`src/rtl/nf10_rbs_reg_node_if.sv`:
```
// rtl/nf10_rbs_reg_node_if.sv - RBS ring segment: the six fields carried between ring nodes
interface nf10_rbs_reg_node_if #(
    parameter int SRC_WIDTH = 2
);
    logic                 req;
    logic                 ack;
    logic                 rd_wr_l;
    logic [29:0]          addr;
    logic [31:0]          data;
    logic [SRC_WIDTH-1:0] src;

    modport master (output req, ack, rd_wr_l, addr, data, src);
    modport slave  (input  req, ack, rd_wr_l, addr, data, src);
endinterface

```
`src/rtl/nf10_rbs_reg_node.sv`:
```
// rtl/nf10_rbs_reg_node.sv - RBS ring slave node with RW control and RO status registers
module nf10_rbs_reg_node #(
    parameter logic [29:0] C_BASE_WADDR    = 30'h1DB00000,
    parameter int          C_OFFSET_BITS   = 4,
    parameter int          C_NUM_RW_REGS   = 4,
    parameter int          C_NUM_RO_REGS   = 4,
    parameter logic [31:0] C_RW_RESET_VAL  = 32'h0,
    parameter int          C_RBS_SRC_WIDTH = 2
) (
    input  logic                         S_AXI_ACLK,
    input  logic                         S_AXI_ARESETN,
    nf10_rbs_reg_node_if.slave           s_rbs,
    nf10_rbs_reg_node_if.master          m_rbs,
    output logic [32*C_NUM_RW_REGS-1:0]  RW_REGS,
    output logic [C_NUM_RW_REGS-1:0]     RW_WR_STB,
    input  logic [32*C_NUM_RO_REGS-1:0]  RO_REGS,
    output logic [C_NUM_RO_REGS-1:0]     RO_RD_STB
);

    if ((C_NUM_RW_REGS + C_NUM_RO_REGS) > (2 ** C_OFFSET_BITS)) begin : g_bad_cfg
        $error("nf10_rbs_reg_node: register bank does not fit in the address window");
    end

    logic                       req_q, ack_q, rd_wr_l_q;
    logic [29:0]                addr_q;
    logic [31:0]                data_q;
    logic [C_RBS_SRC_WIDTH-1:0] src_q;
    logic [31:0]                rw_q [C_NUM_RW_REGS];
    logic [C_NUM_RW_REGS-1:0]   wr_stb_q, wr_stb_d;
    logic [C_NUM_RO_REGS-1:0]   rd_stb_q, rd_stb_d;
    logic                       ack_d;
    logic [31:0]                data_d;
    logic                       hit;
    logic [31:0]                off_w;

    assign hit   = s_rbs.req & ~s_rbs.ack &
                   (s_rbs.addr[29:C_OFFSET_BITS] == C_BASE_WADDR[29:C_OFFSET_BITS]);
    assign off_w = 32'(s_rbs.addr[C_OFFSET_BITS-1:0]);

    // Only ACK and DATA can change on a hit; everything else rides through untouched.
    always_comb begin
        ack_d    = s_rbs.ack;
        data_d   = s_rbs.data;
        wr_stb_d = '0;
        rd_stb_d = '0;
        if (hit) begin
            ack_d = 1'b1;
            if (s_rbs.rd_wr_l) begin
                data_d = 32'hDEADBEEF;
                for (int k = 0; k < C_NUM_RW_REGS; k++) begin
                    if (off_w == 32'(k)) data_d = rw_q[k];
                end
                for (int k = 0; k < C_NUM_RO_REGS; k++) begin
                    if (off_w == 32'(C_NUM_RW_REGS + k)) begin
                        data_d      = RO_REGS[32*k +: 32];
                        rd_stb_d[k] = 1'b1;
                    end
                end
            end else begin
                for (int k = 0; k < C_NUM_RW_REGS; k++) begin
                    if (off_w == 32'(k)) wr_stb_d[k] = 1'b1;
                end
            end
        end
    end

    always_ff @(posedge S_AXI_ACLK or negedge S_AXI_ARESETN) begin
        if (!S_AXI_ARESETN) begin
            req_q     <= 1'b0;
            ack_q     <= 1'b0;
            rd_wr_l_q <= 1'b0;
            addr_q    <= '0;
            data_q    <= '0;
            src_q     <= '0;
            wr_stb_q  <= '0;
            rd_stb_q  <= '0;
            for (int k = 0; k < C_NUM_RW_REGS; k++) rw_q[k] <= C_RW_RESET_VAL;
        end else begin
            req_q     <= s_rbs.req;
            ack_q     <= ack_d;
            rd_wr_l_q <= s_rbs.rd_wr_l;
            addr_q    <= s_rbs.addr;
            data_q    <= data_d;
            src_q     <= s_rbs.src;
            wr_stb_q  <= wr_stb_d;
            rd_stb_q  <= rd_stb_d;
            for (int k = 0; k < C_NUM_RW_REGS; k++) begin
                if (wr_stb_d[k]) rw_q[k] <= s_rbs.data;
            end
        end
    end

    assign m_rbs.req     = req_q;
    assign m_rbs.ack     = ack_q;
    assign m_rbs.rd_wr_l = rd_wr_l_q;
    assign m_rbs.addr    = addr_q;
    assign m_rbs.data    = data_q;
    assign m_rbs.src     = src_q;
    assign RW_WR_STB     = wr_stb_q;
    assign RO_RD_STB     = rd_stb_q;

    for (genvar k = 0; k < C_NUM_RW_REGS; k++) begin : g_rw_out
        assign RW_REGS[32*k +: 32] = rw_q[k];
    end

endmodule

```
`src/flat_wrapper.sv`:
```
// flat-port wrapper written by rule: the top's interface ports become plain ports
module nf10_rbs_reg_node_flat 
#(
    parameter logic [29:0] C_BASE_WADDR    = 30'h1DB00000,
    parameter int          C_OFFSET_BITS   = 4,
    parameter int          C_NUM_RW_REGS   = 4,
    parameter int          C_NUM_RO_REGS   = 4,
    parameter logic [31:0] C_RW_RESET_VAL  = 32'h0,
    parameter int          C_RBS_SRC_WIDTH = 2
)
  (S_AXI_ACLK, S_AXI_ARESETN, RW_REGS, RW_WR_STB, RO_REGS, RO_RD_STB, s_rbs_req, s_rbs_ack, s_rbs_rd_wr_l, s_rbs_addr, s_rbs_data, s_rbs_src, m_rbs_req, m_rbs_ack, m_rbs_rd_wr_l, m_rbs_addr, m_rbs_data, m_rbs_src);
  nf10_rbs_reg_node_if #(.SRC_WIDTH(2)) s_rbs_i ();
  nf10_rbs_reg_node_if #(.SRC_WIDTH(2)) m_rbs_i ();
  input  logic S_AXI_ACLK;
  input  logic S_AXI_ARESETN;
  output logic [32*C_NUM_RW_REGS-1:0] RW_REGS;
  output logic [C_NUM_RW_REGS-1:0] RW_WR_STB;
  input  logic [32*C_NUM_RO_REGS-1:0] RO_REGS;
  output logic [C_NUM_RO_REGS-1:0] RO_RD_STB;
  input wire logic [$bits(s_rbs_i.req)-1:0] s_rbs_req;
  input wire logic [$bits(s_rbs_i.ack)-1:0] s_rbs_ack;
  input wire logic [$bits(s_rbs_i.rd_wr_l)-1:0] s_rbs_rd_wr_l;
  input wire logic [$bits(s_rbs_i.addr)-1:0] s_rbs_addr;
  input wire logic [$bits(s_rbs_i.data)-1:0] s_rbs_data;
  input wire logic [$bits(s_rbs_i.src)-1:0] s_rbs_src;
  output wire logic [$bits(m_rbs_i.req)-1:0] m_rbs_req;
  output wire logic [$bits(m_rbs_i.ack)-1:0] m_rbs_ack;
  output wire logic [$bits(m_rbs_i.rd_wr_l)-1:0] m_rbs_rd_wr_l;
  output wire logic [$bits(m_rbs_i.addr)-1:0] m_rbs_addr;
  output wire logic [$bits(m_rbs_i.data)-1:0] m_rbs_data;
  output wire logic [$bits(m_rbs_i.src)-1:0] m_rbs_src;
  assign s_rbs_i.req = s_rbs_req;
  assign s_rbs_i.ack = s_rbs_ack;
  assign s_rbs_i.rd_wr_l = s_rbs_rd_wr_l;
  assign s_rbs_i.addr = s_rbs_addr;
  assign s_rbs_i.data = s_rbs_data;
  assign s_rbs_i.src = s_rbs_src;
  assign m_rbs_req = m_rbs_i.req;
  assign m_rbs_ack = m_rbs_i.ack;
  assign m_rbs_rd_wr_l = m_rbs_i.rd_wr_l;
  assign m_rbs_addr = m_rbs_i.addr;
  assign m_rbs_data = m_rbs_i.data;
  assign m_rbs_src = m_rbs_i.src;
  nf10_rbs_reg_node #(.C_BASE_WADDR(C_BASE_WADDR), .C_OFFSET_BITS(C_OFFSET_BITS), .C_NUM_RW_REGS(C_NUM_RW_REGS), .C_NUM_RO_REGS(C_NUM_RO_REGS), .C_RW_RESET_VAL(C_RW_RESET_VAL), .C_RBS_SRC_WIDTH(C_RBS_SRC_WIDTH)) u_core (.S_AXI_ACLK(S_AXI_ACLK), .S_AXI_ARESETN(S_AXI_ARESETN), .s_rbs(s_rbs_i), .m_rbs(m_rbs_i), .RW_REGS(RW_REGS), .RW_WR_STB(RW_WR_STB), .RO_REGS(RO_REGS), .RO_RD_STB(RO_RD_STB));
endmodule
```
`config.mk`:
```
export PLATFORM = sky130hd
export DESIGN_NAME = nf10_rbs_reg_node_flat
export DESIGN_NICKNAME = d
export VERILOG_FILES = /design/src/rtl/nf10_rbs_reg_node_if.sv /design/src/rtl/nf10_rbs_reg_node.sv /design/src/flat_wrapper.sv
export SDC_FILE = /design/constraint.sdc
export NUM_CORES = 1
export LEC_CHECK = 0
export BUFFER_PORTS_ARGS = -buffer_cell sky130_fd_sc_hd__buf_2
export CAP_MARGIN = 15
export CORE_AREA = 8 8 148 150
export DETAILED_ROUTE_END_ITERATION = 16
export DIE_AREA = 0 0 156 158
export GPL_ROUTABILITY_DRIVEN = 1
export MAX_ROUTING_LAYER = met4
export PLACE_DENSITY = 0.8
export SYNTH_ARGS = -nofsm -noshare
export SYNTH_HDL_FRONTEND = slang
export SYNTH_SLANG_ARGS = --single-unit
```
`constraint.sdc`:
```
create_clock -name S_AXI_ACLK -period 4.03 [get_ports S_AXI_ACLK]
set_input_delay 0.403 -clock S_AXI_ACLK [delete_from_list [all_inputs] [get_ports S_AXI_ACLK]]
set_output_delay 0.403 -clock S_AXI_ACLK [all_outputs]
set_load 0.02 [all_outputs]
```
---- Yosys cells after proc, flatten, opt, wreduce, memory -nomap -nowiden ----
Cells that the tools add are included.
Widths: inputs -> output; s select.
storage, ports and cells
  bits in registers ....................... 203
  bits in latches ......................... 0
  memory bits (writable) .................. 0
  memory bits (read-only) ................. 0
  input bits .............................. 197
  output and inout bits ................... 203
  memories kept ........................... 0
operators by class
  $add $sub $neg .......................... 0
  $mul .................................... 0
  div/mod/pow operators ................... 0
  order comparisons ....................... 0
  eq/ne operators ......................... 8
  shift operators ......................... 0
  mux-type cells .......................... 23
  bitwise operators ....................... 3
  reductions and logical operators ........ 1
operators with widths
  cell                  number
  $mux 32               10
  $logic_not 32->1      1
  $eq 26x25->1 const B  1
  $eq 4x3->1 const B    4
  $mux 4                4
  $mux 1                9
  $eq 4x2->1 const B    2
  $eq 4x1->1 const B    1
  $and 1x1->1           2
  $not 1->1             1

---- Logic depth before layout (Yosys ltp) ----
Gate-level depths: netlist of the first run.
  depth in word-level cells ............... 11
  depth in mapped cells ................... 8
  gate-level depth less buffers ........... 5

---- Worst setup path before layout of the first run ----
Ideal clock, no wire load.
  path type ............................... input to register
  start ................................... in s_rbs_addr[12]
  end ..................................... reg u_core.rw_q, in the netlist u_core.RW_REGS[10]
  data arrival time ....................... 2.208 ns
  data required time ...................... 3.905 ns
  setup slack ............................. 1.697 ns
  cell stages on the path ................. 6
  cell sequence ........................... nor4b_1 nand4_1 or4b_4 nor3_4 buf_6 mux2_2
on the way
  cells in the longest elaborated chain, start to end .. 3
RTL lines
  item                             line                     source
  from (decl)                      flat_wrapper.sv:23       input wire logic [$bits(s_rbs_i.addr)-1:0] s_rbs_addr;
  $eq 26x25->1                     nf10_rbs_reg_node.sv:37  (s_rbs.addr[29:C_OFFSET_BITS] == C_BASE_WADDR[29:C_OFFSET_BITS]);
  $and 1x1->1                      nf10_rbs_reg_node.sv:36  assign hit = s_rbs.req & ~s_rbs.ack &
  $mux 4                           nf10_rbs_reg_node.sv:46  if (hit) begin
  to (signal, indexed assignment)  nf10_rbs_reg_node.sv:88  if (wr_stb_d[k]) rw_q[k] <= s_rbs.data;
  to (decl)                        nf10_rbs_reg_node.sv:28  logic [31:0] rw_q [C_NUM_RW_REGS];
No other way between the ends.
A chain may end at the register's enable or synchronous reset.

---- Final worst setup path of the first run ----
  start ................................... in s_rbs_addr[25]
  end ..................................... reg u_core.rw_q, in the netlist u_core.RW_REGS[82]
The elaborated chain is that of the path after synthesis.

==> summary.md, run 1 <==
| Metric | Value |
|---|---|
| Status | finished, final reports clean |
| Fin. Hold Viols | 0 |
| Final Cycle Share | 65.1% |
| Mapped cell area | 0.00946 sq mm |
| Critical R2R Launch | u_core.RW_REGS[92]$_DFFE_PN0P_ |
| Worst Path Buf+Inv | 3 |
| Largest net degree at the start of global routing | 118 |
| Nets | 1323 |
| Inserted Clock Buffers | 22 |
| Most frequent cells in the layout | buf_2, dfrtp_1, mux2_2, o21ai_0, nand2_1 |
| Min-Delay Startpoint | s_rbs_addr[20] |
| Fill count | 1535 |
| CP delay by family, top | simple AND/OR/NAND/NOR gates |
| Max_slew headroom | 31.2% |
| Worst endpoint required time | 4.40 ns |
| Fin Setup TNS | 0 ns |
| Total die area | 0.0246 sq mm |
| Worst-path cell chain | dlygate4sd3_1, buf_2, nand4b_1, or4b_4, nor2_4, buf_12, mux2_2 |
| CTS tree | built |
| Hold Path End | u_core.m_rbs.addr[20]$_DFF_PN0_ |
| Vias per std cell | 5.73 |
| Critical path class | input port to flip-flop |
| Peak VDD IR | 0.000334 V |
| Chip width | 156 microns |
| CP peak stage delay | 0.63 ns |
| Post-CTS sizing | 0 |
| Die Y | 158 microns |
| Cells after synthesis | 738 |
| Clock share of power | 46.4% |
| Initial antenna violation count | 4 |
| PD cells | 382 mW/mm^2 |
| Sequential fraction of design power | 43.2% |
| Switching part of the total power | 23.4% |
| Num rows | 52 |
| Share of cells above drive strength 1 | 53.8% |
| CP startpoint kind | input port |
| Slowest-stage cell, CP | or4b_4 |
| DP Wirelength | 25.3 mm |
| Gate power share | 10.4% |
| I/O pin count | 400 |
| DRT Wirelength | 35.0 mm |
| Hold Path Class | input port to flip-flop |
| Worst R2R Path Depth | 5 |
| Leak | 6.69 nW |
| Overall Global Routing Usage | 28.5% |
| Layout area overhead | 33.1% |
| Int Power | 0.00369 W |
| Yosys cell types | 43 |
| Hold Path Depth | 1 |
| Most common cell after layout, fill and taps aside | buf_2 |
| Fin. max-slew vios | 0 |
| R2R Path End | u_core.m_rbs.data[28]$_DFF_PN0_ |
| Placed cells | 1368 |
| Synthesized area per cell | 12.8 sq um |
| Worst-path clk slew | 0.06 ns |
| Placer Congestion | 0.920 |
| DRT Pass-1 Iters | 5 |
| H-tree levels | 1 |
| Max FO, Critical Path | 19 |
| R2r setup slk | 2.41 ns |
| DR WL/cell | 24.8 microns |
| DR iter-0 viols | 420 |
| Max-Cap Viols | 0 |
| Initial Util | 48.0% |
| Pwr Total | 0.00481 W |
| Worst slew pin tran | 1.03 ns |
| Sequential cell area | 0.00508 sq mm |
| Vias in the first global route | 8787 |
| Seq cells post-synth | 203 |
| CTS sink cnt | 203 |
| Area occupied by multi-input gates | 0.00409 sq mm |
| Critical Path AT | 3.00 ns |
| Yosys warns | 0 |
| Crit end category | flip-flop |
| Final Setup Violations | 0 |
| Tmin final | 2.62 ns |
| Core area | 0.0197 sq mm |
| Clock Tree Buf Depth | 3 |
| Fin cells | 1415 |
| Register area share after synthesis | 53.7% |
| Net Switching | 0.00113 W |
| Skew-Pair Late Insertion Delay | 0.49 ns |
| Cell count along the critical path | 7 |
| FMAX | 381 MHz |
| Root cell of the clock tree | clkbuf_16 |
| RSZ-0062 raised after global routing | false |
| Grt ovf | 0 |
| Post-route ant nets | 0 |
| Port bufs | 399 |
| First-pass GRT wire length | 52.0 mm |
| Drc violations | 0 |
| Synthesized Nets | 935 |
| Fin Clk Skew | 0.00600 ns |
| Vias | 8102 |
[synthesized netlist by cell type, drive strengths merged]
library cell	instances	area, sq um
buf	22	145
inv	5	18.8
o221ai	14	123
o21ai	41	205
nand4b	1	8.76
a211oi	14	105
dfrtp	203	5080
nor4b	10	87.6
nor4	3	18.8
nor4bb	5	50.1
mux2	142	1600
nand2	38	143
nand4	1	6.26
or2	1	6.26
mux4	16	360
a21oi	5	25.0
nand2b	20	125
or4b	1	13.8
mux2i	27	270
clkbuf	38	143
a2bb2oi	14	123
o32ai	4	35.0
a22oi	4	30.0
a21o	19	143
nand3	1	5.00
o22ai	10	62.6
nor3b	1	7.51
nor2b	8	50.1
a211o	1	8.76
o22a	14	123
or4	1	7.51
a221o	1	10.0
nor3	12	71.3
a221oi	10	87.6
o2bb2ai	6	52.6
or3b	1	8.76
nor2	24	97.6
[sequential cells by signal (all words and copies together) (netlist names)]
signal,flops
u_core.m_rbs.addr,30
u_core.m_rbs.ack,1
u_core.m_rbs.req,1
u_core.RO_RD_STB,4
u_core.m_rbs.rd_wr_l,1
u_core.m_rbs.data,32
u_core.m_rbs.src,2
u_core.RW_WR_STB,4
u_core.RW_REGS,128
[power groups by stage]
| stage | clock, W | sequential, W | combinational, W |
|---|---|---|---|
| floorplan | 0 | 0.00216 | 0.000179 |
| global route | 0.00234 | 0.00208 | 0.000539 |
| finish | 0.00223 | 0.00208 | 0.000500 |
| detailed placement | 0 | 0.00212 | 0.000498 |
| global placement | 0 | 0.00212 | 0.000491 |
| CTS | 0.00226 | 0.00208 | 0.000502 |
[metrics by stage]
stage	hold slack (ns)	instance area (sq um)	utilization [%]	setup WS, ns
2_1_floorplan	0.107	9460	-	1.70
3_3_place_gp	0.281	11700	59.5	1.08
3_5_place_dp	0.283	11700	59.5	1.05
4_1_cts	0.00121	12600	63.8	1.41
5_1_grt	0.00507	12600	63.9	1.34
6_report	0.0244	12600	63.9	1.41
[cell families after synthesis]
| logic type | after synthesis | synth area share [%] |
|---|---|---|
| compound gates | 157 | 12.0 |
| simple gates | 128 | 7.48 |
| flops | 203 | 53.7 |
| buf+inv | 65 | 3.24 |
| mux | 185 | 23.6 |
[metal layers]
| layer | up-vias | GRT usage (%) | part of all wire, % |
|---|---|---|---|
| met1 | 4026 | 31.4 | 37 |
| met3 | 75 | 6.80 | 8.6 |
| li1 | 3541 | - | - |
| met2 | 460 | 49.1 | 51 |
| met4 | 0 | 11.5 | 3.3 |
| met5 | - | - | 0 |
[repair_timing]
action                                 4_1_cts  5_1_grt
buffers inserted                             0        0
endpoints found under the hold margin       24        0
hold buffers                                 4        0
[final cells by class]
| cell class | count | share of cell area (%) |
|---|---|---|
| clock inverter | 9 | 1.37 |
| sequential | 203 | 40.3 |
| tap | 270 | 2.68 |
| clock buffer | 30 | 5.02 |
| timing repair buffer | 424 | 17.8 |
| multi-input combinational | 470 | 32.5 |
| antenna | 4 | 0.0795 |
| inverter | 5 | 0.149 |
[worst max-delay path by stage]
| stage | slack (ns) | from | to |
|---|---|---|---|
| after detailed placement | 1.05 | s_rbs_ack | u_core.m_rbs.data[8]$_DFF_PN0_ |
| final | 1.41 | s_rbs_addr[25] | u_core.RW_REGS[82]$_DFFE_PN0P_ |
| after global routing | 1.34 | s_rbs_addr[25] | u_core.m_rbs.data[4]$_DFF_PN0_ |
| after CTS | 1.41 | s_rbs_addr[25] | u_core.RW_REGS[82]$_DFFE_PN0P_ |
| after global placement | 1.08 | s_rbs_addr[11] | u_core.m_rbs.data[17]$_DFF_PN0_ |
| after floorplan | 1.70 | s_rbs_addr[12] | u_core.RW_REGS[10]$_DFFE_PN0P_ |
No activity file was read; power rests on OpenSTA's default activity.
==> inputs of run 2 (changes only) <==
Settings changed: CORE_AREA 8 8 148 150 to 8 8 156 158, DIE_AREA 0 0 156 158 to 0 0 164 166, PLACE_DENSITY 0.8 to 0.76.
Clock period 4.03 ns to 2.21 ns, I/O delays scaled along.
==> summary.md, run 2 (synthesized netlist as in run 1, its figures left out) <==
| Metric | Value |
|---|---|
| Chip width | 164 microns (+5.1%) |
| DP Wirelength | 26.2 mm (+3.8%) |
| Worst-path cell chain | dlygate4sd3_1, buf_2, nand4b_1, or4b_4, nor3_4, buf_12, mux2_2 |
| Max FO, Critical Path | 19 (unchanged) |
| Port bufs | 399 (unchanged) |
| CP peak stage delay | 0.60 ns (-0.03 ns) |
| FMAX | 461 MHz |
| Num rows | 55 (+5.8%) |
| Vias | 8460 (+4.4%) |
| CP delay by family, top | simple AND/OR/NAND/NOR gates |
| Worst endpoint required time | 2.59 ns (-1.81 ns) |
| PD cells | 626 mW/mm^2 (+64%) |
| Setup WS post-layout | 0.0419 ns (-1.36 ns) |
| CTS tree | built |
| DR WL/cell | 23.8 microns (-3.7%) |
| Max reg flops | 128 (unchanged) |
| Clock Tree Buf Depth | 3 (unchanged) |
| First-pass GRT wire length | 54.0 mm (+3.9%) |
| Overall Global Routing Usage | 26.4% (-2.1 points) |
| Drc violations | 0 (unchanged) |
| Fin Clk Skew | 0.00833 ns (+0.00232 ns) |
| Vias in the first global route | 9294 (+5.8%) |
| Dpl ws | -0.397 ns (-1.45 ns) |
| Slowest-stage cell, CP | or4b_4 |
| Skew-Pair Late Insertion Delay | 0.49 ns (about the same) |
| DR iter-0 viols | 600 (+43%) |
| Nets | 1406 (+6.3%) |
| I/O pin count | 400 (unchanged) |
| Final Setup Violations | 0 (unchanged) |
| DRT Wirelength | 36.1 mm (+3.0%) |
| Inserted Clock Buffers | 23 (+4.5%) |
| Hold Path Depth | 2 (+1) |
| Most frequent cells in the layout | buf_2, dfrtp_1, mux2_2, dlygate4sd3_1, o21ai_0 |
| Util after Layout | 60.6% (-3.2 points) |
| Die Y | 166 microns (+5.1%) |
| Pwr Total | 0.00839 W (+74%) |
| Tmin final | 2.17 ns |
| Largest net degree at the start of global routing | 56 (-53%) |
| Share of cells above drive strength 1 | 53.0% (-0.83 points) |
| Total die area | 0.0272 sq mm (+10%) |
| Critical path class | input port to flip-flop |
| Max-Cap Viols | 0 (unchanged) |
| Core area | 0.0221 sq mm (+12%) |
| CTS sink cnt | 203 (unchanged) |
| Crit end category | flip-flop |
| Fin Setup TNS | 0 ns (unchanged) |
| Vias per std cell | 5.59 (-2.4%) |
| DRT Pass-1 Iters | 5 (unchanged) |
| Placer Congestion | 0.837 (-9.1%) |
| Final Cycle Share | 98.1% |
| Initial Util | 42.8% (-5.2 points) |
| Worst-path clk slew | 0.06 ns (about the same) |
| Worst R2R Path Depth | 5 (unchanged) |
| H-tree levels | 1 (unchanged) |
| Worst Path Buf+Inv | 3 (unchanged) |
| Layout area overhead | 41.7% |
| Most common cell after layout, fill and taps aside | buf_2 |
| CP startpoint kind | input port |
| Leak | 7.04 nW (+5.2%) |
| Initial antenna violation count | 6 (+2) |
| Grt ovf | 0 (unchanged) |
| Root cell of the clock tree | clkbuf_16 |
| Fin. Hold Viols | 0 (unchanged) |
| Post-route ant nets | 0 (unchanged) |
| Cell count along the critical path | 7 (unchanged) |
| Fin cells | 1514 (+7.0%) |
| Hold Path Class | input port to flip-flop |
| Max_slew headroom | 52.5% (+21 points) |
| Worst slew pin tran | 0.711 ns (-0.321 ns) |
| RSZ-0062 raised after global routing | false |
| Critical Path AT | 2.54 ns (-0.46 ns) |
| Status | finished, final reports clean |
| Placed cells | 1414 (+3.4%) |
| Fin. max-slew vios | 0 (unchanged) |
| Peak VDD IR | 0.000409 V (+22%) |
[run 2: changes by cell type in the layout (fill, tap and decap cells not counted), moves of 2 or more]
cell	delta
clkbuf_1	-2
buf_12	+10
diode_2	+2
buf_4	+20
clkinvlp_4	+4
bufinv_16	-5
dlygate4sd3_1	+51
[run 2: worst paths after layout]
path	slack (ns)	endpoint	start
setup / recovery	0.04	u_core.RW_REGS[25]$_DFFE_PN0P_	s_rbs_addr[25]
hold reg to reg	0.52	u_core.RW_REGS[66]$_DFFE_PN0P_	u_core.RW_REGS[66]$_DFFE_PN0P_
setup reg to reg	0.62	u_core.m_rbs.data[28]$_DFF_PN0_	u_core.RW_REGS[92]$_DFFE_PN0P_
min in group asynchronous	0.28	u_core.m_rbs.addr[28]$_DFF_PN0_	S_AXI_ARESETN
max in group asynchronous	1.24	u_core.RW_REGS[19]$_DFFE_PN0P_	S_AXI_ARESETN
hold / removal	0.01	u_core.m_rbs.data[5]$_DFF_PN0_	s_rbs_data[5]
[run 2: per-layer routing]
layer | GRT usage (%) | up-vias | wire, microns
li1 | - | 3707 | -
met1 | 30.8 | 4244 | 14000
met2 | 45.0 | 433 | 18300
met3 | 4.83 | 76 | 2790
met4 | 9.02 | 0 | 1020
met5 | - | - | 0
[run 2: timing repair]
action                                  in CTS  in global routing
hold endpoints to repair                   109                  0
gates resized for setup                      0                  2
hold buffers                                55                  0
setup buffers                                0                  0
endpoints found under the setup margin       0                 14
[run 2: layout make-up]
class / count / area, sq um
sequential: 203 / 5080
clock buffer: 29 / 638
fill: 1751 / 8700
multi-input combinational: 470 / 4100
tap: 285 / 357
timing repair buffer: 506 / 3120
clock inverter: 10 / 68.8
inverter: 5 / 18.8
antenna: 6 / 15.0
[run 2: metrics by stage]
| stage | instance area (sq um) | hold WS, ns |
|---|---|---|
| 6_report | 13400 | 0.0127 |
| 5_1_grt | 13400 | 0.0139 |
| 4_1_cts | 13400 | 0.00134 |
| 3_5_place_dp | 12100 | 0.238 |
| 3_3_place_gp | 12100 | 0.234 |
| 2_1_floorplan | 9460 | -0.0746 |
[run 2: power by group]
part           switching [W]  leakage [nW]  total [W]  internal, W
registers          0.0000156          2.68    0.00379      0.00378
clock network        0.00152         0.337    0.00357      0.00205
logic               0.000571          4.02    0.00103     0.000455
==> inputs of run 3 (changes only) <==
Settings changed: GPL_ROUTABILITY_DRIVEN 1 to unset, RECOVER_POWER set to 25.
==> summary.md, run 3 (synthesized netlist as in run 1, its figures left out) <==
| Metric | Value |
|---|---|
| Status | finished, violations left |
| Failing checks | capacitance limit, slew limit |
| Total die area | 0.0272 sq mm (unchanged) |
| DRT Pass-1 Iters | 5 (unchanged) |
| Sequential cell area | 0.00508 sq mm (unchanged) |
| Max reg flops | 128 (unchanged) |
| H-tree levels | 1 (unchanged) |
| First-pass GRT wire length | 54.0 mm (unchanged) |
| Worst R2R Path Depth | 5 (unchanged) |
| Clock Tree Buf Depth | 3 (unchanged) |
| Vias per std cell | 5.59 (about the same) |
| Overall Global Routing Usage | 26.4% (unchanged) |
| I/O pin count | 400 (unchanged) |
| Port bufs | 399 (unchanged) |
| Critical R2R Launch | u_core.RW_REGS[92]$_DFFE_PN0P_ |
| Max FO, Critical Path | 19 (unchanged) |
| Worst-path clk slew | 0.06 ns (about the same) |
| Inserted Clock Buffers | 23 (unchanged) |
| R2R Path End | u_core.m_rbs.data[28]$_DFF_PN0_ |
| DRT Wirelength | 36.0 mm (-0.27%) |
| DR iter-0 viols | 556 (-7.3%) |
| Fill count | 1766 (+0.86%) |
| Drc violations | 0 (unchanged) |
| Worst hold slack | 0.0120 ns (-0.000681 ns) |
| Max-Cap Viols | 1 (+1) |
| DR WL/cell | 23.8 microns (-0.27%) |
| Num rows | 55 (unchanged) |
| Hold Path Depth | 2 (unchanged) |
| FMAX | 463 MHz (+0.49%) |
| Placer Congestion | 0.837 (unchanged) |
| Tmin final | 2.16 ns (-0.0106 ns) |
| Layout Cell Area excl Fill | 0.0134 sq mm (-0.20%) |
| Worst endpoint required time | 2.59 ns (about the same) |
| Largest net degree at the start of global routing | 56 (unchanged) |
| Share of cells above drive strength 1 | 52.0% (-0.98 points) |
| Fin cells | 1514 (unchanged) |
| Hold Path Class | input port to flip-flop |
| Placed cells | 1414 (unchanged) |
| DP Wirelength | 26.2 mm (unchanged) |
| Hold Path End | u_core.m_rbs.data[5]$_DFF_PN0_ |
| Most common cell after layout, fill and taps aside | buf_2 |
| PD cells | 627 mW/mm^2 (about the same) |
| CTS sink cnt | 203 (unchanged) |
| Peak VDD IR | 0.000409 V (about the same) |
| Fin Clk Skew | 0.00909 ns (+0.000768 ns) |
| Grt ovf | 0 (unchanged) |
| Final Setup Violations | 0 (unchanged) |
| CTS tree | built |
| Fin. Hold Viols | 0 (unchanged) |
| Most frequent cells in the layout | buf_2, dfrtp_1, mux2_2, dlygate4sd3_1, o21ai_0 |
| Vias in the first global route | 9294 (unchanged) |
| Root cell of the clock tree | clkbuf_16 |
| R2r setup slk | 0.62 ns (about the same) |
| Post-DP Area | 0.0121 sq mm (unchanged) |
| Post-CTS Setup Bufs | 0 (unchanged) |
| Core area | 0.0221 sq mm (unchanged) |
| Worst slew pin tran | 1.59 ns (+0.882 ns) |
| Pwr Total | 0.00838 W (-0.10%) |
| RSZ-0062 raised after global routing | false |
| Die Y | 166 microns (unchanged) |
| Crit end category | flip-flop |
| Vias | 8468 (+0.095%) |
| Max_slew headroom | -6.19% (-59 points) |
| Fin. max-slew vios | 53 (+53) |
| Critical Path AT | 2.53 ns (about the same) |
| Nets | 1406 (unchanged) |
| Min-Delay Startpoint | s_rbs_data[5] |
| Area occupied by multi-input gates | 0.00410 sq mm (unchanged) |
| CP startpoint kind | input port |
| Leak | 7.00 nW (-0.52%) |
| Post-route ant nets | 0 (unchanged) |
| Initial antenna violation count | 6 (unchanged) |
| Chip width | 164 microns (unchanged) |
| Layout area overhead | 41.4% |
| Final Cycle Share | 97.6% (-0.48 points) |
| Initial Util | 42.8% (unchanged) |
| Critical path class | input port to flip-flop |
| Skew-Pair Late Insertion Delay | 0.49 ns (about the same) |
-- run 3: timing repair --
action	CTS	global route
hold buffers	55	0
setup endpoints to repair	0	14
gates resized for setup	0	2
hold endpoints to repair	109	0
-- run 3: metal layers --
layer  vias to the layer above  global-route usage (%)  part of all wire, %
met5                         -                       -                    0
met4                         0                    9.02                  3.1
met3                        87                    4.83                  7.6
met2                       429                    45.0                   51
met1                      4245                    30.8                   39
li1                       3707                       -                    -
-- run 3: layout make-up --
type / count / share of cell area [%]
antenna: 6 / 0.112
clock inverter: 10 / 0.515
multi-input combinational: 470 / 30.7
timing repair buffer: 506 / 23.1
inverter: 5 / 0.140
sequential: 203 / 38.0
clock buffer: 29 / 4.77
tap: 285 / 2.67
-- run 3: critical path: stages --
cell and delay [ns]:
dlygate4sd3_1 0.55, buf_2 0.14, nand4b_1 0.20, or4b_4 0.60, nor3_4 0.22, buf_12 0.21
mux2_2 0.36
-- run 3: stage by stage --
step / worst slack, ns / utilization (%) / TNS [ns]
final: 0.0525 / 60.5 / 0
after global routing: 0.00116 / 60.5 / 0
after CTS: 0.0607 / 60.5 / 0
after detailed placement: -0.397 / 54.8 / -45.98
after global placement: -0.463 / 54.8 / -57.61
after floorplan: 0.0592 / - / 0
-- run 3: worst max-delay path by stage --
stage                     slack [ns]                             end      startpoint
after global routing           0.001  u_core.RW_REGS[23]$_DFFE_PN0P_  s_rbs_addr[25]
after detailed placement       -0.40  u_core.RW_REGS[19]$_DFFE_PN0P_   s_rbs_addr[4]
after floorplan                 0.06  u_core.RW_REGS[10]$_DFFE_PN0P_  s_rbs_addr[12]
final                           0.05  u_core.RW_REGS[25]$_DFFE_PN0P_  s_rbs_addr[25]
after CTS                       0.06  u_core.RW_REGS[19]$_DFFE_PN0P_  s_rbs_addr[25]
after global placement         -0.46  u_core.RW_REGS[19]$_DFFE_PN0P_  s_rbs_addr[12]
-- run 3: where the power goes --
part	leakage, nW	switching (W)	internal [W]	total (W)
registers	2.68	0.0000156	0.00378	0.00379
clock network	0.337	0.00152	0.00205	0.00357
logic	3.98	0.000569	0.000451	0.00102
total	7.00	0.00210	0.00628	0.00838
